File: src/rtl/mem_stage_if.sv
// mem_stage_if: data-memory req/ready port between the MEM stage and memory
interface mem_stage_if;
  logic req;
  logic we;
  logic [31:0] addr;
  logic [31:0] wdata;
  logic [3:0] be;
  logic [31:0] rdata;
  logic ready;
  modport master(output req, we, addr, wdata, be, input rdata, ready);
  modport slave(input req, we, addr, wdata, be, output rdata, ready);
endinterface

File: src/rtl/mem_stage.sv
// mem_stage: EX/MEM register, load/store unit and MEM/WB register of the RV32I pipeline
module mem_stage #(
  parameter int TIMEOUT = 16
) (
  input  logic        clk,
  input  logic        rst_n,
  input  logic [31:0] ALUResult_ex,
  input  logic [31:0] MemWriteData_ex,
  input  logic [4:0]  rdAddr_ex,
  input  logic        RegWrite_ex,
  input  logic        MemRead_ex,
  input  logic        MemWrite_ex,
  input  logic        MemtoReg_ex,
  input  logic [2:0]  funct3_ex,
  output logic [31:0] ALUResult_mem,
  output logic [4:0]  rdAddr_mem,
  output logic        RegWrite_mem,
  output logic        stall_mem,
  mem_stage_if.master dmem,
  output logic [31:0] RegWriteData_wb,
  output logic [4:0]  rdAddr_wb,
  output logic        RegWrite_wb,
  output logic        misalign_err,
  output logic        bus_err
);
  localparam int CW = $clog2(TIMEOUT + 1);
  typedef enum logic {IDLE, ACCESS} state_t;
  state_t state, state_nx;
  logic [CW-1:0] cnt;
  logic [31:0] wd_mem, lane, ld;
  logic [2:0] f3_mem;
  logic MemRead_mem, MemWrite_mem, MemtoReg_mem;
  logic mem_op, aligned, abandon, retire;
  // The last allowed ACCESS cycle drops the request and releases the stall.
  always_comb begin
    mem_op = MemRead_mem | MemWrite_mem;
    aligned = f3_mem[1:0] == 2'b00 ||
              (f3_mem[1:0] == 2'b01 ? !ALUResult_mem[0] : ALUResult_mem[1:0] == 2'b00);
    abandon = state == ACCESS && cnt == CW'(TIMEOUT - 1);
    dmem.req = mem_op & aligned & ~abandon;
    stall_mem = dmem.req & ~dmem.ready;
    retire = ~mem_op | (dmem.req & dmem.ready);
    misalign_err = mem_op & ~aligned;
    bus_err = abandon;
    dmem.we = MemWrite_mem;
    dmem.addr = {ALUResult_mem[31:2], 2'b00};
    dmem.be = f3_mem[1:0] == 2'b00 ? 4'b0001 << ALUResult_mem[1:0] :
              f3_mem[1:0] == 2'b01 ? 4'b0011 << ALUResult_mem[1:0] : 4'b1111;
    dmem.wdata = f3_mem[1:0] == 2'b00 ? {4{wd_mem[7:0]}} :
                 f3_mem[1:0] == 2'b01 ? {2{wd_mem[15:0]}} : wd_mem;
    lane = dmem.rdata >> {ALUResult_mem[1:0], 3'b000};
    ld = f3_mem[1:0] == 2'b00 ? {{24{~f3_mem[2] & lane[7]}}, lane[7:0]} :
         f3_mem[1:0] == 2'b01 ? {{16{~f3_mem[2] & lane[15]}}, lane[15:0]} : dmem.rdata;
    state_nx = state == IDLE ? (stall_mem ? ACCESS : IDLE) :
               (dmem.ready | abandon ? IDLE : ACCESS);
  end
  always_ff @(posedge clk or negedge rst_n) begin
    if (!rst_n) begin
      state <= IDLE;
      cnt <= '0;
      ALUResult_mem <= '0;
      wd_mem <= '0;
      rdAddr_mem <= '0;
      RegWrite_mem <= 1'b0;
      MemRead_mem <= 1'b0;
      MemWrite_mem <= 1'b0;
      MemtoReg_mem <= 1'b0;
      f3_mem <= '0;
      RegWriteData_wb <= '0;
      rdAddr_wb <= '0;
      RegWrite_wb <= 1'b0;
    end else begin
      state <= state_nx;
      cnt <= state == ACCESS ? cnt + 1'b1 : '0;
      if (!stall_mem) begin
        ALUResult_mem <= ALUResult_ex;
        wd_mem <= MemWriteData_ex;
        rdAddr_mem <= rdAddr_ex;
        RegWrite_mem <= RegWrite_ex;
        MemRead_mem <= MemRead_ex;
        MemWrite_mem <= MemWrite_ex;
        MemtoReg_mem <= MemtoReg_ex;
        f3_mem <= funct3_ex;
      end
      RegWrite_wb <= retire & RegWrite_mem;
      rdAddr_wb <= retire ? rdAddr_mem : '0;
      RegWriteData_wb <= !retire ? '0 : MemtoReg_mem ? ld : ALUResult_mem;
    end
  end
endmodule

File: src/flat_wrapper.sv
// flat-port wrapper written by rule: the top's interface ports become plain ports
module mem_stage_flat 
#(
  parameter int TIMEOUT = 16
)
  (clk, rst_n, ALUResult_ex, MemWriteData_ex, rdAddr_ex, RegWrite_ex, MemRead_ex, MemWrite_ex, MemtoReg_ex, funct3_ex, ALUResult_mem, rdAddr_mem, RegWrite_mem, stall_mem, RegWriteData_wb, rdAddr_wb, RegWrite_wb, misalign_err, bus_err, dmem_req, dmem_we, dmem_addr, dmem_wdata, dmem_be, dmem_rdata, dmem_ready);
  mem_stage_if dmem_i ();
  input  logic clk;
  input  logic rst_n;
  input  logic [31:0] ALUResult_ex;
  input  logic [31:0] MemWriteData_ex;
  input  logic [4:0] rdAddr_ex;
  input  logic RegWrite_ex;
  input  logic MemRead_ex;
  input  logic MemWrite_ex;
  input  logic MemtoReg_ex;
  input  logic [2:0] funct3_ex;
  output logic [31:0] ALUResult_mem;
  output logic [4:0] rdAddr_mem;
  output logic RegWrite_mem;
  output logic stall_mem;
  output logic [31:0] RegWriteData_wb;
  output logic [4:0] rdAddr_wb;
  output logic RegWrite_wb;
  output logic misalign_err;
  output logic bus_err;
  output wire logic [$bits(dmem_i.req)-1:0] dmem_req;
  output wire logic [$bits(dmem_i.we)-1:0] dmem_we;
  output wire logic [$bits(dmem_i.addr)-1:0] dmem_addr;
  output wire logic [$bits(dmem_i.wdata)-1:0] dmem_wdata;
  output wire logic [$bits(dmem_i.be)-1:0] dmem_be;
  input wire logic [$bits(dmem_i.rdata)-1:0] dmem_rdata;
  input wire logic [$bits(dmem_i.ready)-1:0] dmem_ready;
  assign dmem_req = dmem_i.req;
  assign dmem_we = dmem_i.we;
  assign dmem_addr = dmem_i.addr;
  assign dmem_wdata = dmem_i.wdata;
  assign dmem_be = dmem_i.be;
  assign dmem_i.rdata = dmem_rdata;
  assign dmem_i.ready = dmem_ready;
  mem_stage #(.TIMEOUT(TIMEOUT)) u_core (.clk(clk), .rst_n(rst_n), .ALUResult_ex(ALUResult_ex), .MemWriteData_ex(MemWriteData_ex), .rdAddr_ex(rdAddr_ex), .RegWrite_ex(RegWrite_ex), .MemRead_ex(MemRead_ex), .MemWrite_ex(MemWrite_ex), .MemtoReg_ex(MemtoReg_ex), .funct3_ex(funct3_ex), .ALUResult_mem(ALUResult_mem), .rdAddr_mem(rdAddr_mem), .RegWrite_mem(RegWrite_mem), .stall_mem(stall_mem), .dmem(dmem_i), .RegWriteData_wb(RegWriteData_wb), .rdAddr_wb(rdAddr_wb), .RegWrite_wb(RegWrite_wb), .misalign_err(misalign_err), .bus_err(bus_err));
endmodule
File: config.mk
export PLATFORM = sky130hd
export DESIGN_NAME = mem_stage_flat
export DESIGN_NICKNAME = d
export VERILOG_FILES = /design/src/rtl/mem_stage_if.sv /design/src/rtl/mem_stage.sv /design/src/flat_wrapper.sv
export SDC_FILE = /design/constraint.sdc
export NUM_CORES = 1
export LEC_CHECK = 0
export CAP_MARGIN = 30
export CORE_UTILIZATION = 46
export CTS_CLUSTER_SIZE = 12
export DETAILED_ROUTE_END_ITERATION = 10
export GPL_TIMING_DRIVEN = 0
export PLACE_DENSITY = 0.95
export SLEW_MARGIN = 10
export SYNTH_ARGS = -nofsm -noshare
export SYNTH_HDL_FRONTEND = slang
export SYNTH_SLANG_ARGS = --single-unit
File: constraint.sdc
create_clock -name clk -period 5 [get_ports clk]
set_input_delay 0.75 -clock clk [delete_from_list [all_inputs] [get_ports clk]]
set_output_delay 0.75 -clock clk [all_outputs]
set_load 0.05 [all_outputs]
==> impl_summary.md <==
Layout
The relative area change from synthesis to final layout is 58.4%. Registers take 3000 µm². The final net count is 920. The proportion of layout cells with a drive suffix above 1 is 22.4%. Counting the fill cells in the layout gives 858. The number of non-filler instances in the completed layout is 988.

The antenna cell count is 0. The area taken by multi-input logic gates is 2450 µm².

Clock tree
The number of buffers created by CTS is 17. The worst-case clock buffer depth is 2. The hold buffer count at cts is 0. The post-CTS resize count is 0. The clock transition at the registers of the reported paths is 0.06 ns. The insertion delay to the later sink of the worst-skew pair is 0.42 ns. Post-CTS timing repair inserted 0 buffers for setup. The number of clock sinks is 120. TritonCTS built the clock tree. The clock root buffer master is sky130_fd_sc_hd__clkbuf_16. The level count of the clock H-tree is 4.

Route
The pre-antenna-repair detailed-routing pass consisted of 5 iterations. The routed via count is 5299. The routed via count divided by cell count is 5.36. The starting DRC count in detailed routing is 317. Summed over all layers, the routed wires come to 19700 µm. For this run, design rule violations remaining after detail routing come to 0. The count of nets left with antenna violations after detail routing is 0. The wire length per cell is 19.9 µm.

Place
The count of buffers from port buffering is 257. The congestion estimate from routability-driven global placement came to 0.918. The number of placed cells counting well taps is 955. The HPWL after detailed placement is 14700 µm.

Logic synthesis
Sorting the synthesized cells by area gives the leading types as sky130_fd_sc_hd__dfrtp_1 (50%), sky130_fd_sc_hd__mux2_2 (17%), sky130_fd_sc_hd__buf_4 (5.3%), sky130_fd_sc_hd__mux2i_1 (2.9%), sky130_fd_sc_hd__nand2_1 (2.7%). Counting flops with a built-in enable in the synthesized netlist gives 0. The total of warnings raised by yosys is 0. The count of different cell masters after synthesis is 45.

In this run the cell area of the synthesized design comes to 5960 µm². The synthesis-stage register bit count is 120. The predominant post-synthesis flop cell is sky130_fd_sc_hd__dfrtp_1. The sequential cell area fraction in the yosys report is 50.4%. The share of synthesized area in the top cell type comes to 50.4%. The async set-or-reset flop fraction in the synthesized netlist is 100%. After synthesis, the mean cell area works out to 11.4 µm². By count the netlist is led by sky130_fd_sc_hd__dfrtp_1 (120), sky130_fd_sc_hd__mux2_2 (89), sky130_fd_sc_hd__nand2_1 (43). The most common cell in the synthesized netlist is sky130_fd_sc_hd__dfrtp_1.

The post-synthesis instance total is 524. The cell type contributing the most total cell area after synthesis is sky130_fd_sc_hd__dfrtp_1.

STA
The worst clock skew is 0.00821 ns. The worst pin sits at a relative slew slack of 51.6%. The final number of max-transition violations was 0. Based on the critical path, the design can be clocked at up to 219 MHz. The final hold violation count came to 0. Setup repair after global routing left no endpoint under its margin. Setup violations remaining at the end of the flow were counted as 0. The actual slew at the worst max-slew pin is 0.726 ns. The shortest clock period the worst path allows after layout is 4.57 ns.

The post-route clock period utilization is 91.3%.

Run status
The flow ran to the end, and the final reports show no timing, DRC or antenna violations.

Setup path
Walking the worst path, the cells encountered are buf_2, buf_2, buf_2, inv_1, ha_1, nand2b_1, nand3_1, nor3_2, buf_4, buf_4, clkdlybuf4s50_1. On the critical path, the stage with the largest delay is an instance of sky130_fd_sc_hd__clkdlybuf4s50_1. The worst setup path is of the flip-flop to output port kind. The worst-case reg-to-reg path depth is 11. The setup slack of the most critical reg-to-reg path is 1.96 ns.

In this run the critical register-to-register path is launched from u_core.ALUResult_mem[0]. The category of the worst setup path launch point is a flip-flop. The arrival time at the worst endpoint is 3.82 ns. The worst path required time is 4.25 ns. The worst setup path is captured at an output port. Along the worst path, the maximum fanout reaches 10. The capture instance of the worst register-to-register path is u_core.wd_mem[19]. The cell seen most often among critical-path stages is sky130_fd_sc_hd__buf_2. The largest stage delay on the critical path is 0.83 ns.

GRT
After global routing the overflow that remains totals 0. For this run, global-route usage on met1 was measured as 34.5%. The first global-routing pass estimated 30000 µm of wire.

The layer carrying the most global-route usage is met2. The met3 routing resource usage after global routing is 10.5%. The pin count of the biggest net entering global routing is 69.

The initial antenna violation count is 0. The total track usage is 30.7%. The number of global-route vias before repair is 5512.

For this run, global-route usage on met2 was measured as 52.4%.

Floorplanning
The initial utilization of the core area, before any placement, comes to 47.2%. The total die area is 13400 µm². The die outline height is 116 µm.

260 I/O pins were placed. The number of placement rows is 41. From left edge to right edge, the die measures 116 µm. The area of the core region is 12600 µm².

Power
Summing internal, switching and leakage power gives 4450 µW. In this run the power density over the cells is 471 nW/µm². The reported leakage power is 0.00399 µW.

Across the VDD grid, the largest voltage drop is 0.302 mV.

Job
The number of max-cap violations is 0.

Hold path
The min-delay analysis places its worst path in the category primary input to async pin.
[worst max-delay path: cells and delay by family, from the launching register on]
family	cells	cell delay, ns
adder cells (fa/ha/maj)	1	0.17
buffers and inverters	7	2.07
flip-flops	1	0.42
AND/OR/NAND/NOR	3	0.72
[cells by family (layout without fill, tap and decap cells)]
| logic type | after synthesis | in the layout | synth area share, % |
|---|---|---|---|
| flops | 120 | 120 | 50.4 |
| mux | 109 | 109 | 20.2 |
| simple gates | 104 | 104 | 8.49 |
| compound gates | 97 | 97 | 10.8 |
| buf+inv | 85 | 376 | 8.49 |
| fa+ha+maj | 6 | 6 | 1.26 |
| xor+xnor | 2 | 2 | 0.294 |
| other cells | 1 | 2 | 0.0630 |
[per-stage QoR]
stage               util (%)  setup TNS [ns]  cell area, µm²  setup WS, ns  hold slack, ns
global placement        69.3         -174.02            8750         -1.46           0.446
detailed placement      69.6               0            8780         0.908           0.455
finish                  74.8               0            9440         0.433           0.265
CTS                     74.7               0            9430         0.439           0.286
global route            74.8               0            9440         0.267           0.308
floorplan                  -               0            5960          1.71           0.431
[power by group]
| part | internal (µW) | total [µW] | leakage [µW] | switching, µW |
|---|---|---|---|---|
| Clock | 888 | 1360 | 0.000303 | 471 |
| Combinational | 694 | 1860 | 0.00223 | 1170 |
| Sequential | 1120 | 1230 | 0.00146 | 107 |
[routing by layer]
metal / routed length (µm) / share of wire [%]
met3: 1820 / 9.3
met4: 688 / 3.5
met2: 9800 / 50
met5: 0 / 0
met1: 7340 / 37
[registers in the layout, summed over array words and instances (netlist names)]
name and count:
u_core.ALUResult_mem 32, u_core.MemRead_mem 1, u_core.MemtoReg_mem 1, u_core.RegWriteData_wb 32, u_core.RegWrite_mem 1, u_core.RegWrite_wb 1
u_core.cnt 5, u_core.dmem.we 1, u_core.f3_mem 3, u_core.rdAddr_mem 5, u_core.rdAddr_wb 5, u_core.state 1
u_core.wd_mem 32
[layout by cell type (no fill, tap or decap), types with 5 or more instances in the layout]
| cell | count |
|---|---|
| sky130_fd_sc_hd__mux2_2 | 89 |
| sky130_fd_sc_hd__o21ai_0 | 32 |
| sky130_fd_sc_hd__clkbuf_1 | 19 |
| sky130_fd_sc_hd__bufinv_16 | 5 |
| sky130_fd_sc_hd__nand2_1 | 43 |
| sky130_fd_sc_hd__a221oi_1 | 14 |
| sky130_fd_sc_hd__a21oi_1 | 14 |
| sky130_fd_sc_hd__and2_1 | 10 |
| sky130_fd_sc_hd__nor2_1 | 13 |
| sky130_fd_sc_hd__nand2b_1 | 9 |
| sky130_fd_sc_hd__ha_1 | 6 |
| sky130_fd_sc_hd__nor3_1 | 12 |
| sky130_fd_sc_hd__mux2i_1 | 17 |
| sky130_fd_sc_hd__clkdlybuf4s50_1 | 256 |
| sky130_fd_sc_hd__buf_4 | 43 |
| sky130_fd_sc_hd__inv_1 | 9 |
| sky130_fd_sc_hd__buf_2 | 11 |
| sky130_fd_sc_hd__a31oi_1 | 19 |
| sky130_fd_sc_hd__clkbuf_16 | 17 |
| sky130_fd_sc_hd__dfrtp_1 | 120 |
[worst max-delay path by stage]
stage                                  from                       end  slack (ns)
CTS                 u_core.ALUResult_mem[0]                 stall_mem        0.44
floorplan           u_core.ALUResult_mem[0]              misalign_err        1.71
global route        u_core.ALUResult_mem[0]                 stall_mem        0.27
finish              u_core.ALUResult_mem[0]                 stall_mem        0.43
detailed placement  u_core.ALUResult_mem[0]                 stall_mem        0.91
global placement                      rst_n  u_core.ALUResult_mem[16]       -1.46
[layout make-up]
cell class                      count  area share (%)
Timing Repair Buffer              259            27.6
Sequential cell                   120            31.8
Inverter                            9           0.358
Multi-Input combinational cell    320            26.0
Clock buffer                       18            4.55
Clock inverter                     14            2.37
Tap cell                          172            2.28
Buffer                             76            5.00
Note: power is estimated with default switching activity, not from simulation.
